<file path="src/rtl/pwm_duty_ramp_ctrl_pkg.sv">
// Shared types and default widths for the PWM control path.
// The PWM counter and the SPI register file use the same defaults.
package pwm_ctrl_pkg;
  localparam int DUTY_W_DEF = 8;
  localparam int DIV_W_DEF  = 16;

  typedef enum logic [1:0] {
    ST_IDLE  = 2'd0,
    ST_RAMP  = 2'd1,
    ST_ALIGN = 2'd2
  } state_e;
endpackage

</file>
<file path="src/rtl/pwm_duty_ramp_ctrl_if.sv">
// Duty-update bus between the SPI register file (master) and the ramp controller (slave).
interface pwm_duty_ramp_ctrl_if
  import pwm_ctrl_pkg::*;
#(
  parameter int DUTY_W = DUTY_W_DEF,
  parameter int DIV_W  = DIV_W_DEF
);
  logic              duty_wr;
  logic [DUTY_W-1:0] duty_wdata;
  logic              ramp_en;
  logic [DUTY_W-1:0] step_size;
  logic [DIV_W-1:0]  step_div;
  logic              period_end;
  logic [DUTY_W-1:0] duty_out;
  logic              busy;
  logic              done;

  modport master (
    output duty_wr, duty_wdata, ramp_en, step_size, step_div, period_end,
    input  duty_out, busy, done
  );

  modport slave (
    input  duty_wr, duty_wdata, ramp_en, step_size, step_div, period_end,
    output duty_out, busy, done
  );
endinterface

</file>
<file path="src/rtl/pwm_duty_ramp_ctrl_step_prescaler.sv">
// Step-interval counter: counts while enabled and flags the cycle a ramp step is due.
module step_prescaler
  import pwm_ctrl_pkg::*;
#(
  parameter int DIV_W = DIV_W_DEF
) (
  input  logic             clk,
  input  logic             rst,
  input  logic             clr_i,
  input  logic             en_i,
  input  logic [DIV_W-1:0] div_i,
  output logic             tick_o
);
  localparam logic [DIV_W-1:0] ONE = {{(DIV_W-1){1'b0}}, 1'b1};

  logic [DIV_W-1:0] cnt_q, cnt_d, last;

  // A divider of 0 behaves as 1; >= lets a live shrink of step_div fire at once
  // instead of waiting for the counter to wrap.
  assign last   = (div_i == '0) ? '0 : div_i - ONE;
  assign tick_o = en_i && (cnt_q >= last);

  always_comb begin
    cnt_d = cnt_q;
    if (clr_i)     cnt_d = '0;
    else if (en_i) cnt_d = cnt_q + ONE;
  end

  always_ff @(posedge clk) begin
    if (rst) cnt_q <= '0;
    else     cnt_q <= cnt_d;
  end
endmodule

</file>
<file path="src/rtl/pwm_duty_ramp_ctrl.sv">
// Sequences duty-cycle updates into the PWM block, either as a jump or a rate-limited
// ramp, committing every change to the applied duty only on a PWM period boundary.
module pwm_duty_ramp_ctrl
  import pwm_ctrl_pkg::*;
#(
  parameter int                 DUTY_W     = DUTY_W_DEF,
  parameter int                 DIV_W      = DIV_W_DEF,
  parameter logic [DUTY_W-1:0]  RESET_DUTY = '0
) (
  input logic                 clk,
  input logic                 rst,
  pwm_duty_ramp_ctrl_if.slave bus
);
  localparam logic [DUTY_W-1:0] ONE = {{(DUTY_W-1){1'b0}}, 1'b1};

  state_e            state_q, state_d;
  logic [DUTY_W-1:0] duty_q, duty_d;
  logic [DUTY_W-1:0] target_q, target_d;
  logic [DUTY_W-1:0] next_q, next_d;
  logic              mode_q, mode_d;
  logic              busy_q, done_q, done_d;
  logic              pre_clr, pre_en, tick;
  logic [DUTY_W-1:0] eff_step;

  // Distance is taken one bit wider so it never wraps; result never passes the target.
  function automatic logic [DUTY_W-1:0] step_toward(input logic [DUTY_W-1:0] cur,
                                                    input logic [DUTY_W-1:0] tgt,
                                                    input logic [DUTY_W-1:0] stp);
    logic [DUTY_W:0] diff;
    diff = (tgt >= cur) ? ({1'b0, tgt} - {1'b0, cur}) : ({1'b0, cur} - {1'b0, tgt});
    if (diff <= {1'b0, stp}) return tgt;
    else if (tgt > cur)      return cur + stp;
    else                     return cur - stp;
  endfunction

  assign eff_step = (bus.step_size == '0) ? ONE : bus.step_size;

  step_prescaler #(.DIV_W(DIV_W)) u_prescaler (
    .clk    (clk),
    .rst    (rst),
    .clr_i  (pre_clr),
    .en_i   (pre_en),
    .div_i  (bus.step_div),
    .tick_o (tick)
  );

  always_comb begin
    state_d  = state_q;
    duty_d   = duty_q;
    target_d = target_q;
    next_d   = next_q;
    mode_d   = mode_q;
    done_d   = 1'b0;
    pre_clr  = 1'b0;
    pre_en   = 1'b0;
    case (state_q)
      ST_IDLE: begin
        if (bus.duty_wr && (bus.duty_wdata != duty_q)) begin
          target_d = bus.duty_wdata;
          mode_d   = bus.ramp_en;
          if (!bus.ramp_en) begin
            next_d  = bus.duty_wdata;
            state_d = ST_ALIGN;
          end else begin
            pre_clr = 1'b1;
            state_d = ST_RAMP;
          end
        end
      end
      ST_RAMP: begin
        pre_en = 1'b1;
        if (bus.duty_wr) begin
          target_d = bus.duty_wdata;
          mode_d   = bus.ramp_en;
        end
        if (tick) begin
          next_d  = mode_d ? step_toward(duty_q, target_d, eff_step) : target_d;
          state_d = ST_ALIGN;
        end
      end
      ST_ALIGN: begin
        // Retarget is folded in before the commit so done compares against the new target.
        if (bus.duty_wr) begin
          target_d = bus.duty_wdata;
          mode_d   = bus.ramp_en;
          if (!bus.ramp_en) next_d = bus.duty_wdata;
        end
        if (bus.period_end) begin
          duty_d = next_d;
          if (next_d == target_d) begin
            done_d  = 1'b1;
            state_d = ST_IDLE;
          end else begin
            pre_clr = 1'b1;
            state_d = ST_RAMP;
          end
        end
      end
      default: state_d = ST_IDLE;
    endcase
  end

  always_ff @(posedge clk) begin
    if (rst) begin
      state_q  <= ST_IDLE;
      duty_q   <= RESET_DUTY;
      target_q <= RESET_DUTY;
      busy_q   <= 1'b0;
      done_q   <= 1'b0;
    end else begin
      state_q  <= state_d;
      duty_q   <= duty_d;
      target_q <= target_d;
      busy_q   <= (state_d != ST_IDLE);
      done_q   <= done_d;
    end
  end

  always_ff @(posedge clk) begin
    next_q <= next_d;
    mode_q <= mode_d;
  end

  assign bus.duty_out = duty_q;
  assign bus.busy     = busy_q;
  assign bus.done     = done_q;
endmodule

</file>
<file path="src/flat_wrapper.sv">
// flat-port wrapper written by rule: the top's interface ports become plain ports
module pwm_duty_ramp_ctrl_flat import pwm_ctrl_pkg::*;
#(
  parameter int                 DUTY_W     = DUTY_W_DEF,
  parameter int                 DIV_W      = DIV_W_DEF,
  parameter logic [DUTY_W-1:0]  RESET_DUTY = '0
)
  (clk, rst, bus_duty_wr, bus_duty_wdata, bus_ramp_en, bus_step_size, bus_step_div, bus_period_end, bus_duty_out, bus_busy, bus_done);
  pwm_duty_ramp_ctrl_if #(.DUTY_W(DUTY_W), .DIV_W(DIV_W)) bus_i ();
  input logic clk;
  input logic rst;
  input wire logic [$bits(bus_i.duty_wr)-1:0] bus_duty_wr;
  input wire logic [$bits(bus_i.duty_wdata)-1:0] bus_duty_wdata;
  input wire logic [$bits(bus_i.ramp_en)-1:0] bus_ramp_en;
  input wire logic [$bits(bus_i.step_size)-1:0] bus_step_size;
  input wire logic [$bits(bus_i.step_div)-1:0] bus_step_div;
  input wire logic [$bits(bus_i.period_end)-1:0] bus_period_end;
  output wire logic [$bits(bus_i.duty_out)-1:0] bus_duty_out;
  output wire logic [$bits(bus_i.busy)-1:0] bus_busy;
  output wire logic [$bits(bus_i.done)-1:0] bus_done;
  assign bus_i.duty_wr = bus_duty_wr;
  assign bus_i.duty_wdata = bus_duty_wdata;
  assign bus_i.ramp_en = bus_ramp_en;
  assign bus_i.step_size = bus_step_size;
  assign bus_i.step_div = bus_step_div;
  assign bus_i.period_end = bus_period_end;
  assign bus_duty_out = bus_i.duty_out;
  assign bus_busy = bus_i.busy;
  assign bus_done = bus_i.done;
  pwm_duty_ramp_ctrl #(.DUTY_W(DUTY_W), .DIV_W(DIV_W), .RESET_DUTY(RESET_DUTY)) u_core (.clk(clk), .rst(rst), .bus(bus_i));
endmodule
</file>
<file path="config.mk">
export PLATFORM = sky130hd
export DESIGN_NAME = pwm_duty_ramp_ctrl_flat
export DESIGN_NICKNAME = d
export VERILOG_FILES = /design/src/rtl/pwm_duty_ramp_ctrl_pkg.sv /design/src/rtl/pwm_duty_ramp_ctrl_if.sv /design/src/rtl/pwm_duty_ramp_ctrl_step_prescaler.sv /design/src/rtl/pwm_duty_ramp_ctrl.sv /design/src/flat_wrapper.sv
export SDC_FILE = /design/constraint.sdc
export NUM_CORES = 1
export LEC_CHECK = 0
export CAP_MARGIN = 10
export CORE_MARGIN = 2
export CORE_UTILIZATION = 59
export CTS_CLUSTER_SIZE = 20
export DETAILED_ROUTE_END_ITERATION = 7
export PLACE_DENSITY = 0.82
export SLEW_MARGIN = 20
export SYNTH_ARGS = -nofsm -noshare
export SYNTH_HDL_FRONTEND = slang
export SYNTH_SLANG_ARGS = --single-unit
</file>
<file path="constraint.sdc">
create_clock -name clk -period 6.2 [get_ports clk]
set_input_delay 1.24 -clock clk [delete_from_list [all_inputs] [get_ports clk]]
set_output_delay 1.24 -clock clk [all_outputs]
set_load 0.03 [all_outputs]
</file>
# After elaboration in Yosys (flattened, before gate mapping)
# Index checks and enable logic that the tools add are counted.
[totals] inputBits=37 ff_bits=45 elab_cells=72 output_inout_bits=10
[op_classes] n_eq_ne=6 bitwise=2 reduce_logical=12 n_lt_le_gt_ge=4 mux=34 addsub=6
[op_table] operator="8-bit two-way mux" count=13
[op_table] operator="8-bit case mux with 3 select lines" count=2
[op_table] operator="8-bit by 8-bit subtractor with 9-bit output" count=2
[op_table] operator="16-bit by 1-bit adder with 16-bit output, second input constant" count=1
[op_table] operator="16-bit greater-or-equal comparator" count=1
[op_table] operator="16-bit zero test" count=1
[op_table] operator="16-bit two-way mux" count=1
[op_table] operator="16-bit by 1-bit subtractor with 16-bit output, second input constant" count=1
[op_table] operator="1-bit two-way mux" count=10
[op_table] operator="9-bit by 8-bit <= comparator with 1-bit output" count=1
[op_table] operator="9-bit two-way mux" count=1
[op_table] operator="8-bit adder" count=1
[op_table] operator="8-bit equality test" count=1
[op_table] operator="8-bit greater-or-equal comparator" count=1
[op_table] operator="8-bit > comparator" count=1
[op_table] operator="8-bit zero test" count=1
[op_table] operator="2-bit two-way mux" count=4
[op_table] operator="8-bit inequality test" count=1
[op_table] operator="8-bit subtractor" count=1
[op_table] operator="2-bit case mux with 3 select lines" count=1
[op_table] operator="2-bit by 1-bit inequality test with 1-bit output, second input constant" count=2
[op_table] operator="2-bit AND reduction" count=2
[op_table] operator="1-bit case mux with 3 select lines" count=1
[op_table] operator="3-bit AND reduction" count=1
[op_table] operator="other kinds (10)" count=12

# Longest topological paths before layout
# Gate-level depths: netlist of the first run.
[logic_depth] word_depth=9 mapped_depth=22 depth_no_buf=18

# Cells and area by module
# A second synthesis of the first run with hierarchy kept.
[hier_totals] cells_unflattened=550 hier_area_um2=4692.0
[by_module_without_submodules] module="pwm_duty_ramp_ctrl" area_each_um2=3205.6 instances=1 cells_each=364 seq_area_each_um2=670.6
[by_module_without_submodules] module="step_prescaler" area_each_um2=1486.4 instances=1 cells_each=186 seq_area_each_um2=320.3

# Worst setup path after synthesis of the first run
# No wires, ideal clock.
[synth_path] path_type="input-to-reg" from="input port bus_duty_wr" to="register u_core.next_q[0] (data pin)" setup_time_ps=142 stages=19 arrival_time_ps=5471 n_path_buf=3 path_slack_ps=587 required_ps=6058 path_cell_list="buf_6 -> clkbuf_1 -> mux2_2 -> ha_1 -> o21ai_1 -> a21oi_1 -> o21ai_0 -> a21oi_1 -> buf_4 -> mux2i_1 -> o211ai_1 -> xor2_1 -> ha_1 -> or4_1 -> a211o_1 -> a211oi_2 -> a32oi_4 -> mux2_4 -> o21ai_2"
[synth_between] elab_chain_len=9 elab_cells_between_ends=17 classes_between="add/sub: 2; order compare: 3; mux: 12"
[synth_rtl] item="from (decl)" line="flat_wrapper.sv:12" rtl="input wire logic [$bits(bus_i.duty_wr)-1:0] bus_duty_wr;"
[synth_rtl] item="8-bit two-way mux" line="pwm_duty_ramp_ctrl.sv:72" rtl="if (bus.duty_wr) begin"
[synth_rtl] item="8-bit two-way mux" line="pwm_duty_ramp_ctrl.sv:56" rtl="case (state_q)"
[synth_rtl] item="8-bit by 8-bit subtractor with 9-bit output or 8-bit greater-or-equal comparator (tied branches)" line="pwm_duty_ramp_ctrl.sv:30" rtl="diff = (tgt >= cur) ? ({1'b0, tgt} - {1'b0, cur}) : ({1'b0, cur} - {1'b0, tgt});"
[synth_rtl] item="9-bit two-way mux" line="pwm_duty_ramp_ctrl.sv:30"
[synth_rtl] item="9-bit by 8-bit <= comparator with 1-bit output" line="pwm_duty_ramp_ctrl.sv:31" rtl="if (diff <= {1'b0, stp}) return tgt;"
[synth_rtl] item="8-bit two-way mux" line="pwm_duty_ramp_ctrl.sv:31"
[synth_rtl] item="8-bit two-way mux" line="pwm_duty_ramp_ctrl.sv:77" rtl="next_d = mode_d ? step_toward(duty_q, target_d, eff_step) : target_d;"
[synth_rtl] item="8-bit two-way mux" line="pwm_duty_ramp_ctrl.sv:76" rtl="if (tick) begin"
[synth_rtl] item="8-bit case mux with 3 select lines (*)" line="pwm_duty_ramp_ctrl.sv:56"
[synth_rtl] item="net u_core.next_d[0]" line="pwm_duty_ramp_ctrl.sv:19" rtl="logic [DUTY_W-1:0] next_q, next_d;"
[synth_rtl] item="to (signal assigned)" line="pwm_duty_ramp_ctrl.sv:120" rtl="next_q <= next_d;"
[synth_rtl] item="to (decl)" line="pwm_duty_ramp_ctrl.sv:19"
# Mark *: on every way through the listed nets, which the timed path passes. The rest lies on a longest branch. The select of a mux whose other input is x is not followed.
# A chain may end at the register's enable or synchronous reset.

# Worst setup path after layout of the first run
# Ends and elaborated chain as after synthesis.

==> impl_results.md, run 1 <==
- Power density relative to cell area: around 200 mW/mm2
- Sum of overflow across all layers after global routing: 0
- Post-synthesis instance area: 0.00488 mm2
- Worst slew pin tran: slightly above 0.8 ns
- Async set or reset register ratio after synthesis: 0%
- Highest signal layer in the routed design: met4
- Count of instances resized after the clock tree is built: 0
- MaxCap Viol Count: 0
- Seq cells post-synth: 45
- Largest family of logic cells by synthesized area: simple AND/OR/NAND/NOR gates
- Total of buffers placed on input and output ports: 46
- Internal: roughly 670 uW
- Most used DFF post-synth: sky130_fd_sc_hd__dfxtp_1
- Count of fill cells added during filler insertion: between 600 and 700
- Data arrival at the endpoint of the critical path: 6.05 ns
- Die outline area: 0.00902 mm2
- Ranking of synthesized cells by area: sky130_fd_sc_hd__dfxtp_1, sky130_fd_sc_hd__ha_1, sky130_fd_sc_hd__xnor2_1, sky130_fd_sc_hd__mux2i_1, sky130_fd_sc_hd__edfxtp_1
- Antenna-violating nets left: 0
- Violation count after the first detailed-route iteration: about 250
- Global-route wire length before repair: 20.6 mm
- Xor/xnor cell area share of the yosys netlist: about an eighth
- Critical-path maximum fanout: 21
- H-tree depth: 2
- Required time reported for the critical path endpoint: roughly 6.4 ns
- Vert. Die Dim: 95.0 um
- Switching part of the total: 40.2%
- Register area share after synthesis: slightly above 20%
- Starting utilization of the core area: 60.1%
- Vias: about 4500
- Post-layout instance area: 0.00554 mm2
- Worst relative slew slack: between 40 and 50%
- Number of rows in the core area: 33
- Largest net degree at the start of global routing: 23
- Clock buffer count from CTS: 5
- Clock period minus worst slack: 5.88 ns
- Routed wirelength normalized by instance count: 16.4 um
- Residual DRC count: 0
- Layout cell share with drive strength beyond 1: between 7 and 8%
- Register share of total power: 31.6%
- Fraction of the cycle the final worst path needs: approximately 95%
- Crit path capture type: flip-flop
- Compound-Gate Fraction of Synth Area: 17.5%
- GRT Util Overall: roughly 29%
- Endpoints failing setup: 0
- Top cell type's share of synthesized area: approximately 15%
- Worst-case setup margin in the final layout: between 0.3 and 0.4 ns
- Number of antenna cells inserted: 0
- Final max-slew violation count: 0
- # nets final: between 700 and 800
- Post-CTS clock slew at the launch and capture registers of the worst setup and hold paths: ~0.10 ns
- Setup crit start kind: input port
- Die span in x: 95.0 um
- Number of hold violations in the final report: 0
- Number of placed I/O pins: 47
- Clk_lat worst skew: between 0.3 and 0.4 ns
- Combinational cell fraction of total power: 50.8%
- Routability congestion estimate from global placement: approximately 0.95
- Multiplexer share of the synthesized area: 8.84%
- Achievable clock frequency: roughly 0.17 GHz
- Clock Skew: 0.00635 ns
- Ys Warns: 0
- Placed Instances: 745
- VDD IR max: roughly 0.13 mV
- Number of standard cells after synthesis: 610
- Length of routed wiring on met1: roughly 5.2 mm
- Outcome: completed
- Via count of the first global-routing pass: about 4400
- Met3 wire len: roughly 610 um
- Netlist cell types: between 60 and 70
- DP Worst Slack: between 0.09 and 0.1 ns
- Placed inst area: between 0.005 and 0.006 mm2
- Share of the core filled with cells in the final layout: roughly 68%
- Number of nets produced by synthesis: around 710
- Syn Area/Cell: about 8.0 um2
- Area fraction in and, or, nand and nor cells after synthesis: 19.6%
- Final Non-Filler Cells: roughly 750
- Wirelength, routed: about 12 mm
- Number of antenna violations at the first check in global routing: 0
- Relative contribution of the clock network to total power: between 15 and 20%
- Cell leakage power: around 0.0023 uW
- Number of clock sinks: 45
- Top library cells by usage in the layout, fill and taps aside: sky130_fd_sc_hd__nor2_1, sky130_fd_sc_hd__ha_1, sky130_fd_sc_hd__xnor2_1, sky130_fd_sc_hd__clkdlybuf4s50_1, sky130_fd_sc_hd__inv_1
- FF/Latch Area: 991 um2
- Number of flops mapped to enable cells by yosys: 9
- Unrepaired setup endpoints after global routing: false
- CTS tree: built
- Clock Path Buffers: 2
- Dominant cell type by area after synthesis: sky130_fd_sc_hd__dfxtp_1
- Number of detailed-route iterations in the first pass: 5
- Leading cell type in the layout, fill and taps excluded: sky130_fd_sc_hd__nor2_1
- DPL Wire Length: just under 10 mm
- Synth-to-Final Area Change: 13.4%
- Class of the most critical hold timing path: flip-flop to flip-flop
- Adder-cell area share of the yosys netlist: 15.3%
- Vias per std cell: approximately 6.0
- Critical Setup Path Class: input port to flip-flop
- Clock root buffer: sky130_fd_sc_hd__clkbuf_8
- Reported net switching power: ~450 uW
- Routed met2 length: about 6.2 mm
- Multi-input gate area in the final layout: between 0.003 and 0.004 mm2
- Sum of negative setup slack: 0 ns
- Core outline area: around 0.008 mm2
metal layers:
| layer | track usage, % | vias to the layer above |
|---|---|---|
| li1 | - | 2217 |
| met1 | 35.1 | 2146 |
| met2 | 52.4 | 160 |
| met3 | 3.19 | 23 |
| met4 | 9.42 | 0 |
| met5 | 0 | - |
stage by stage:
stage,total power (uW),hold slack (ns)
finish,1120,0.548
CTS,1100,0.549
detailed placement,907,0.523
global placement,892,0.504
floorplan,763,0.485
global route,1190,0.586
state kept, by name (all words and copies together) (netlist names):
name / cells
u_core.u_prescaler.cnt_q: 16
u_core.bus.duty_out: 8
u_core.next_q: 8
u_core.target_q: 8
u_core.state_q: 2
u_core.bus.busy: 1
u_core.bus.done: 1
u_core.mode_q: 1
power groups by stage:
stage | Combinational, uW | Sequential, uW | Clock [uW]
after floorplan | 405 | 358 | 0
after global placement | 531 | 360 | 0
after detailed placement | 546 | 361 | 0
after CTS | 549 | 354 | 197
after global routing | 627 | 358 | 209
final | 571 | 355 | 198
cells by family after synthesis:
group | count (synthesis)
compound gates | 132
flops | 45
simple gates | 196
buf+inv | 71
fa+ha+maj | 58
mux | 41
xor+xnor | 67
area by class of cell:
cell class | instances | share of cell area, %
sequential | 45 | 17.9
multi-input combinational | 494 | 64.7
clock inverter | 3 | 0.384
tap | 105 | 2.37
timing repair buffer | 59 | 10.5
inverter | 43 | 2.91
clock buffer | 5 | 1.24
synthesized netlist by cell type (all sizes together), types with 5 or more instances:
| cell | n |
|---|---|
| o21ai | 48 |
| xor2 | 19 |
| nand2b | 7 |
| xnor2 | 48 |
| mux2i | 30 |
| edfxtp | 9 |
| buf | 14 |
| clkbuf | 13 |
| nor4 | 5 |
| nand2 | 41 |
| nor2 | 71 |
| inv | 43 |
| a211oi | 10 |
| mux2 | 11 |
| dfxtp | 36 |
| nand3 | 7 |
| o21a | 6 |
| ha | 55 |
| nand4 | 15 |
| o211ai | 5 |
| nor2b | 11 |
| a21oi | 36 |
| nor3 | 15 |
| and3 | 5 |
worst max-delay path: stages:
cell and delay [ns]:
sky130_fd_sc_hd__clkdlybuf4s50_1 0.50, sky130_fd_sc_hd__buf_12 0.17, sky130_fd_sc_hd__mux2i_1 0.30, sky130_fd_sc_hd__inv_1 0.08, sky130_fd_sc_hd__ha_1 0.46, sky130_fd_sc_hd__nand2_1 0.13
sky130_fd_sc_hd__o21ai_0 0.25, sky130_fd_sc_hd__nor2_1 0.09, sky130_fd_sc_hd__a21oi_1 0.15, sky130_fd_sc_hd__buf_4 0.22, sky130_fd_sc_hd__mux2i_1 0.22, sky130_fd_sc_hd__o211ai_1 0.12
sky130_fd_sc_hd__xor2_1 0.16, sky130_fd_sc_hd__ha_1 0.24, sky130_fd_sc_hd__or4_1 0.43, sky130_fd_sc_hd__a211o_1 0.33, sky130_fd_sc_hd__a211oi_2 0.29, sky130_fd_sc_hd__a32oi_4 0.09
sky130_fd_sc_hd__buf_12 0.17, sky130_fd_sc_hd__mux2_4 0.30, sky130_fd_sc_hd__o21ai_2 0.10
path summary, 6_finish.rpt:
kind                 startpoint                  to  slack (ns)  depth (start not counted)
max reg2reg  u_core.target_q[3]    u_core.next_q[0]        1.62                         18
max                 bus_duty_wr    u_core.next_q[0]        0.32                         21
min          u_core.target_q[2]  u_core.target_q[2]        0.55                          2
min reg2reg  u_core.target_q[2]  u_core.target_q[2]        0.55                          2
repair_timing:
action                                  CTS  global route
setup buffers                             0             1
endpoints found under the setup margin    0             1
hold buffers                              0             0
Power figures use the tool's default switching activity.
==> run 2, diff against run 1 <==
--- a/config.mk
+++ b/config.mk
@@ -8,8 +8,9 @@
 export CAP_MARGIN = 10
 export CORE_MARGIN = 2
-export CORE_UTILIZATION = 59
+export CORE_UTILIZATION = 60
+export CTS_BUF_LIST = sky130_fd_sc_hd__clkbuf_2
 export CTS_CLUSTER_SIZE = 20
 export DETAILED_ROUTE_END_ITERATION = 7
-export PLACE_DENSITY = 0.82
+export PLACE_DENSITY = 0.83
 export SLEW_MARGIN = 20
 export SYNTH_ARGS = -nofsm -noshare
==> constraint.sdc (replaced) <==
create_clock -name clk -period 6.2 [get_ports clk]
set_input_delay 0.62 -clock clk [delete_from_list [all_inputs] [get_ports clk]]
set_output_delay 0.62 -clock clk [all_outputs]
set_load 0.03 [all_outputs]
==> impl_results.md, run 2 (synthesized netlist as in run 1, its figures left out) <==
- Outcome: completed (unchanged)
- Worst R2R End: u_core.next_q[1] (was u_core.next_q[0])
- Violation count after the first detailed-route iteration: 315 (was 251)
- Switching part of the total: 42.6% (was 40.2%)
- Worst relative slew slack: 43.7% (was 45.5%)
- Sum of overflow across all layers after global routing: 0 (unchanged)
- Critical Setup Path Class: input port to flip-flop (unchanged)
- Die outline area: 0.00888 mm2 (was 0.00902 mm2)
- Clock root buffer: sky130_fd_sc_hd__clkbuf_2 (was sky130_fd_sc_hd__clkbuf_8)
- Data arrival at the endpoint of the critical path: 5.84 ns (was 6.05 ns)
- Source of the worst register-to-register timing path: u_core.target_q[6] (was u_core.target_q[3])
- VDD IR max: 0.0893 mV (was 0.130 mV)
- Fraction of met3 tracks used by global routing: 4.09% (was 3.19%)
- Number of clock sinks: 45 (unchanged)
- Critical-path maximum fanout: 15 (was 21)
- Synth-to-Final Area Change: 10.8% (was 13.4%)
- Routed wirelength normalized by instance count: 16.7 um (was 16.4 um)
- Top reg by flops: u_core.u_prescaler.cnt_q (unchanged)
- CTS tree: built (unchanged)
- Internal: 607 uW (was 672 uW)
- Global-route wire length before repair: 20.4 mm (was 20.6 mm)
- DPL Wire Length: 9.68 mm (was 9.63 mm)
- # nets final: 735 (was 743)
- Residual DRC count: 0 (unchanged)
- Vias: 4547 (was 4546)
- Cell leakage power: 0.00220 uW (was 0.00226 uW)
- Crit path capture type: flip-flop (unchanged)
- Vert. Die Dim: 94.2 um (was 95.0 um)
- Number of detailed-route iterations in the first pass: 6 (was 5)
- Post-CTS clock slew at the launch and capture registers of the worst setup and hold paths: 0.30 ns (was 0.10 ns)
- Relative contribution of the clock network to total power: 13.6% (was 17.6%)
- Reported net switching power: 450 uW (was 452 uW)
- Number of antenna violations at the first check in global routing: 0 (unchanged)
- Count of instances resized after the clock tree is built: 0 (unchanged)
- Starting utilization of the core area: 62.6% (was 60.1%)
- Number of placed I/O pins: 47 (unchanged)
- Via count of the first global-routing pass: 4323 (was 4446)
- GRT Util Overall: 28.8% (about the same)
- Number of hold violations in the final report: 0 (unchanged)
- Total chip power: 1060 uW (was 1120 uW)
- Global routing usage on met2: 51.6% (was 52.4%)
- Clock Path Buffers: 2 (unchanged)
- Vias per std cell: 6.12 (was 6.03)
- Number of rows in the core area: 32 (was 33)
- MaxCap Viol Count: 0 (unchanged)
- GRT Max-Usage Layer: met2 (unchanged)
- H-tree depth: 2 (unchanged)
- Clock buffer count from CTS: 5 (unchanged)
- Worst slew pin tran: 0.843 ns (was 0.815 ns)
- Fraction of the cycle the final worst path needs: 89.4% (was 94.8%)
- Number of flip-flops under the largest register name: 16 (unchanged)
- Achievable clock frequency: 0.180 GHz (was 0.170 GHz)
- Layout cell share with drive strength beyond 1: 6.08% (was 7.24%)
- Die span in x: 94.2 um (was 95.0 um)
- Routability congestion estimate from global placement: 0.957 (was 0.949)
- Setup crit start kind: input port (unchanged)
- Wirelength, routed: 12.4 mm (was 12.3 mm)
- Register share of total power: 33.8% (was 31.6%)
- Final max-slew violation count: 0 (unchanged)
- Antenna-violating nets left: 0 (unchanged)
- Endpoints failing setup: 0 (unchanged)
- Hold Crit Start: u_core.target_q[7] (was u_core.target_q[2])
- Required time reported for the critical path endpoint: 6.50 ns (was 6.37 ns)
- Power density relative to cell area: 195 mW/mm2 (was 203 mW/mm2)
- Number of antenna cells inserted: 0 (unchanged)
- Core outline area: 0.00781 mm2 (was 0.00813 mm2)
- Class of the most critical hold timing path: flip-flop to flip-flop (unchanged)
- Largest net degree at the start of global routing: 23 (unchanged)
- Hold path cells: 2 (unchanged)
- Hold Path Sink: u_core.target_q[7] (was u_core.target_q[2])
- Top library cells by usage in the layout, fill and taps aside: sky130_fd_sc_hd__nor2_1, sky130_fd_sc_hd__ha_1, sky130_fd_sc_hd__xnor2_1, sky130_fd_sc_hd__clkdlybuf4s50_1, sky130_fd_sc_hd__inv_1 (unchanged)
- Clock period minus worst slack: 5.54 ns (was 5.88 ns)
- Path depth of the worst reg2reg path: 19 (was 18)
- Sum of negative setup slack: 0 ns (unchanged)
- Met1 track utilization from global routing: 34.6% (was 35.1%)
- Total of buffers placed on input and output ports: 46 (unchanged)
- Combinational cell fraction of total power: 52.5% (was 50.8%)
- Unrepaired setup endpoints after global routing: false (unchanged)
- Clock Skew: 0.0404 ns (was 0.00635 ns)
- Reg2reg setup slack: 1.42 ns (was 1.62 ns)
- Hold-fix buffers, CTS: 0 (unchanged)
- Count of fill cells added during filler insertion: 657 (was 653)
- Clk_lat worst skew: 0.46 ns (was 0.31 ns)
- Post-CTS setup buffer count: 0 (unchanged)
- Leading cell type in the layout, fill and taps excluded: sky130_fd_sc_hd__nor2_1 (unchanged)
## run 2: changes by cell type in the layout (fill, tap and decap cells not counted), sizes merged
| cell | delta |
|---|---|
| inv | +1 |
| buf | -8 |
| clkinv | -1 |
## run 2: per-stage QoR
stage | cell area (um2) | std cells | util (%) | worst slack [ns] | hold WS (ns)
floorplan | 4880 | 610 | - | 1.21 | 0.485
global placement | 5360 | 735 | 68.7 | 0.519 | 0.506
detailed placement | 5360 | 735 | 68.7 | 0.332 | 0.520
CTS | 5410 | 743 | 69.3 | 0.745 | 0.566
global route | 5410 | 743 | 69.3 | 0.267 | 0.587
finish | 5410 | 743 | 69.3 | 0.657 | 0.565
## run 2: worst max-delay path by stage
stage / slack, ns / start / cells after the start / to
3_3_place_gp: 0.52 / bus_duty_wr / 20 / u_core.next_q[1]
2_1_floorplan: 1.21 / bus_duty_wr / 19 / u_core.next_q[0]
4_1_cts: 0.75 / bus_duty_wr / 20 / u_core.next_q[1]
6_report: 0.66 / bus_duty_wr / 20 / u_core.next_q[1]
5_1_grt: 0.27 / bus_duty_wr / 20 / u_core.next_q[1]
3_5_place_dp: 0.33 / bus_duty_wr / 19 / u_core.next_q[1]
## run 2: critical path, stage by stage
cell,delay (ns)
sky130_fd_sc_hd__clkdlybuf4s50_1,0.89
sky130_fd_sc_hd__mux2i_1,0.36
sky130_fd_sc_hd__inv_1,0.07
sky130_fd_sc_hd__ha_1,0.44
sky130_fd_sc_hd__nand2_1,0.12
sky130_fd_sc_hd__o21ai_0,0.40
sky130_fd_sc_hd__nor2_1,0.11
sky130_fd_sc_hd__a21oi_1,0.16
sky130_fd_sc_hd__buf_4,0.22
sky130_fd_sc_hd__mux2i_1,0.22
sky130_fd_sc_hd__o211ai_1,0.11
sky130_fd_sc_hd__xor2_1,0.17
sky130_fd_sc_hd__ha_1,0.32
sky130_fd_sc_hd__o21a_1,0.13
sky130_fd_sc_hd__a21oi_1,0.06
sky130_fd_sc_hd__nor3_1,0.32
sky130_fd_sc_hd__nand2_1,0.15
sky130_fd_sc_hd__a32oi_4,0.48
sky130_fd_sc_hd__mux2_4,0.36
sky130_fd_sc_hd__o21ai_2,0.12
## run 2: layout make-up
class / instances / area (um2) / area share (%)
clock buffer: 5 / 25.0 / 0.462
clock inverter: 3 / 25.0 / 0.462
inverter: 43 / 161 / 2.98
multi-input combinational: 494 / 3580 / 66.2
sequential: 45 / 991 / 18.3
tap: 102 / 128 / 2.36
timing repair buffer: 51 / 498 / 9.20
## run 2: power by group through the flow
stage          clock network (uW)  logic, uW  registers [uW]
6_report                      144        555             357
5_1_grt                       159        603             360
4_1_cts                       143        543             356
3_5_place_dp                    0        539             361
3_3_place_gp                    0        523             360
2_1_floorplan                   0        405             358
## run 2: layer usage
metal | vias to the layer above | wire, um
li1 | 2197 | -
met1 | 2137 | 5080
met2 | 173 | 6140
met3 | 40 | 716
met4 | 0 | 459
met5 | - | 0
==> run 3, diff against run 2 <==
CORE_UTILIZATION = 50   (was 60)
PLACE_DENSITY = 0.74   (was 0.83)
clock period = 4.65 ns   (was 6.2 ns; I/O delays follow)
==> impl_results.md, run 3 (synthesized netlist as in run 1, its figures left out) <==
- Clock Path Buffers: 2 (unchanged)
- Total chip power: 1570 uW (was 1060 uW)
- DPL Wire Length: 10.6 mm (was 9.68 mm)
- Die outline area: 0.0106 mm2 (was 0.00888 mm2)
- Path depth of the worst reg2reg path: 18 (was 19)
- Hold Path Sink: u_core.target_q[7] (unchanged)
- Clock buffer count from CTS: 5 (unchanged)
- Number of flip-flops under the largest register name: 16 (unchanged)
- Number of antenna cells inserted: 0 (unchanged)
- Clock period minus worst slack: 4.40 ns
- Post-CTS clock slew at the launch and capture registers of the worst setup and hold paths: 0.26 ns (was 0.30 ns)
- VDD IR max: 0.100 mV (was 0.0893 mV)
- Vert. Die Dim: 103 um (was 94.2 um)
- Achievable clock frequency: approximately 0.23 GHz
- Top library cells by usage in the layout, fill and taps aside: sky130_fd_sc_hd__nor2_1, sky130_fd_sc_hd__buf_4, sky130_fd_sc_hd__ha_1, sky130_fd_sc_hd__xnor2_1, sky130_fd_sc_hd__clkdlybuf4s50_1 (was sky130_fd_sc_hd__nor2_1, sky130_fd_sc_hd__ha_1, sky130_fd_sc_hd__xnor2_1, sky130_fd_sc_hd__clkdlybuf4s50_1, sky130_fd_sc_hd__inv_1)
- Register share of total power: 30.1% (was 33.8%)
- Vias per std cell: 5.70 (was 6.12)
- Placed Instances: 827 (was 735)
- Outcome: completed (unchanged)
- Routed wirelength normalized by instance count: 16.3 um (was 16.7 um)
- Violation count after the first detailed-route iteration: 290 (was 315)
- H-tree depth: 2 (unchanged)
- Number of placed I/O pins: 47 (unchanged)
- Worst R2R End: u_core.next_q[4] (was u_core.next_q[1])
- GRT Util Overall: 26.7% (was 28.8%)
- Critical-path maximum fanout: 6 (was 15)
- Final max-slew violation count: 0 (unchanged)
- Critical path's slowest cell: sky130_fd_sc_hd__or4_1 (was sky130_fd_sc_hd__clkdlybuf4s50_1)
- Required time reported for the critical path endpoint: 4.89 ns (was 6.50 ns)
- Top reg by flops: u_core.u_prescaler.cnt_q (unchanged)
- Number of rows in the core area: 36 (was 32)
- Global-route wire length before repair: 22.3 mm (was 20.4 mm)
- Antenna-violating nets left: 0 (unchanged)
- Total of buffers placed on input and output ports: 46 (unchanged)
- Number of detailed-route iterations in the first pass: 5 (was 6)
- Data arrival at the endpoint of the critical path: 4.64 ns (was 5.84 ns)
- Switching part of the total: 41.5% (was 42.6%)
- Family with the most delay on the worst path: compound AO/OA/AOI/OAI gates (unchanged)
- Residual DRC count: 0 (unchanged)
- Wirelength, routed: 13.7 mm (was 12.4 mm)
- Die span in x: 103 um (was 94.2 um)
- Starting utilization of the core area: 50.7% (was 62.6%)
- Power density relative to cell area: 257 mW/mm2 (was 195 mW/mm2)
- Routability congestion estimate from global placement: 0.971 (was 0.957)
- Synth-to-Final Area Change: 25.1% (was 10.8%)
- Setup crit start kind: input port (unchanged)
- Internal: 920 uW (was 607 uW)
- Clk_lat worst skew: 0.45 ns (was 0.46 ns)
- Sum of overflow across all layers after global routing: 0 (unchanged)
- Combinational cell fraction of total power: 58.0% (was 52.5%)
- Hold-fix buffers, CTS: 0 (unchanged)
- Critical-path cell list: dlymetal6s2s_1, buf_12, mux2_2, ha_1, nand2_1, o21ai_2, nor2_2, a21oi_2, buf_4, mux2i_1, o211ai_1, xor2_1, ha_1, or4_1, a211o_1, a211oi_4, buf_6, a32oi_4, mux2i_1, o21bai_1 (was clkdlybuf4s50_1, mux2i_1, inv_1, ha_1, nand2_1, o21ai_0, nor2_1, a21oi_1, buf_4, mux2i_1, o211ai_1, xor2_1, ha_1, o21a_1, a21oi_1, nor3_1, nand2_1, a32oi_4, mux2_4, o21ai_2)
- Source of the worst register-to-register timing path: u_core.target_q[5] (was u_core.target_q[6])
- Unrepaired setup endpoints after global routing: false (unchanged)
- Final Non-Filler Cells: 841 (was 743)
- Placed inst area: 0.00587 mm2 (was 0.00536 mm2)
- MaxCap Viol Count: 0 (unchanged)
- Number of hold violations in the final report: 0 (unchanged)
- Worst relative slew slack: 47.2% (was 43.7%)
- Number of antenna violations at the first check in global routing: 0 (unchanged)
- Hold path cells: 2 (unchanged)
- Post-layout instance area: 0.00611 mm2 (was 0.00541 mm2)
- Reported net switching power: 651 uW (was 450 uW)
- Slowest stage delay, CP: 0.43 ns (was 0.89 ns)
- Cell leakage power: 0.00256 uW (was 0.00220 uW)
- Hold Crit Start: u_core.target_q[7] (unchanged)
- Clock root buffer: sky130_fd_sc_hd__clkbuf_2 (unchanged)
- Critical path buffers and inverters: 4 (was 3)
- Class of the most critical hold timing path: flip-flop to flip-flop (unchanged)
- Crit path capture type: flip-flop (unchanged)
- # nets final: 802 (was 735)
- Layout cell share with drive strength beyond 1: 17.1% (was 6.08%)
- CTS tree: built (unchanged)
- Fraction of the cycle the final worst path needs: 94.6%
- Relative contribution of the clock network to total power: 11.9% (was 13.6%)
- Worst slew pin tran: 0.790 ns (was 0.843 ns)
- Endpoints failing setup: 0 (unchanged)
- Reg2reg setup slack: 0.33 ns (was 1.42 ns)
- Largest net degree at the start of global routing: 23 (unchanged)
- Core outline area: 0.00964 mm2 (was 0.00781 mm2)
- Critical Setup Path Class: input port to flip-flop (unchanged)
- Clock Skew: 0.0183 ns (was 0.0404 ns)
- Leading cell type in the layout, fill and taps excluded: sky130_fd_sc_hd__nor2_1 (unchanged)
- Number of clock sinks: 45 (unchanged)
- Count of cell instances traversed by the critical path: 20 (unchanged)
- Via count of the first global-routing pass: 4696 (was 4323)
- Sum of negative setup slack: 0 ns (unchanged)
- Vias: 4790 (was 4547)
==> run 3: worst max path at each step <==
stage,to,slack (ns),startpoint
after floorplan,u_core.next_q[0],0.01,bus_duty_wr
after global placement,u_core.next_q[5],-0.36,bus_duty_wr
after detailed placement,u_core.next_q[6],-0.48,bus_duty_wr
after CTS,u_core.next_q[4],0.01,bus_duty_wr
after global routing,u_core.next_q[4],0.07,bus_duty_wr
final,u_core.next_q[4],0.25,bus_duty_wr
==> run 3: per-stage QoR <==
step	setup WS, ns	util, %	hold WS (ns)
floorplan	0.0124	-	0.485
global placement	-0.360	60.9	0.508
detailed placement	-0.475	60.9	0.528
CTS	0.00996	62.4	0.568
global route	0.0696	63.4	0.600
finish	0.250	63.4	0.563
==> run 3: per-layer routing <==
| metal | GRT usage [%] | vias up | wire length [um] |
|---|---|---|---|
| met5 | 0 | - | 0 |
| li1 | - | 2334 | - |
| met2 | 48.2 | 161 | 6940 |
| met1 | 31.6 | 2259 | 5500 |
| met4 | 11.5 | 0 | 531 |
| met3 | 3.66 | 36 | 714 |
==> run 3: final cells by class <==
cell class	count	area, um2
multi-input cells	495	3710
clock inverters	3	21.3
repair buffers	117	1030
inverters	43	161
fillers	886	3530
clock buffers	5	25.0
well taps	133	166
flip-flops and latches	45	991
==> run 3: power groups by stage <==
stage	registers [uW]	logic, uW	clock network [uW]
final	473	911	187
after global routing	477	991	203
after CTS	471	871	186
after detailed placement	479	827	0
after global placement	477	806	0
after floorplan	477	541	0
==> run 3: worst reg2reg max path, delay by kind of cell (launching register included) <==
family | cells | cell delay [ns]
multiplexers | 3 | 0.74
AND/OR/NAND/NOR | 3 | 0.60
XOR/XNOR | 1 | 0.17
AO/OA/AOI/OAI | 7 | 1.28
flip-flops | 1 | 0.40
buffers and inverters | 2 | 0.35
adder cells (fa/ha/maj) | 2 | 0.58
==> run 3: timing repair <==
item | in CTS | in global routing
cloned | 2 | 1
pin swaps | 6 | 4
setup buffers | 2 | 1
resized for setup | 13 | 11
setup endpoints to repair | 4 | 8
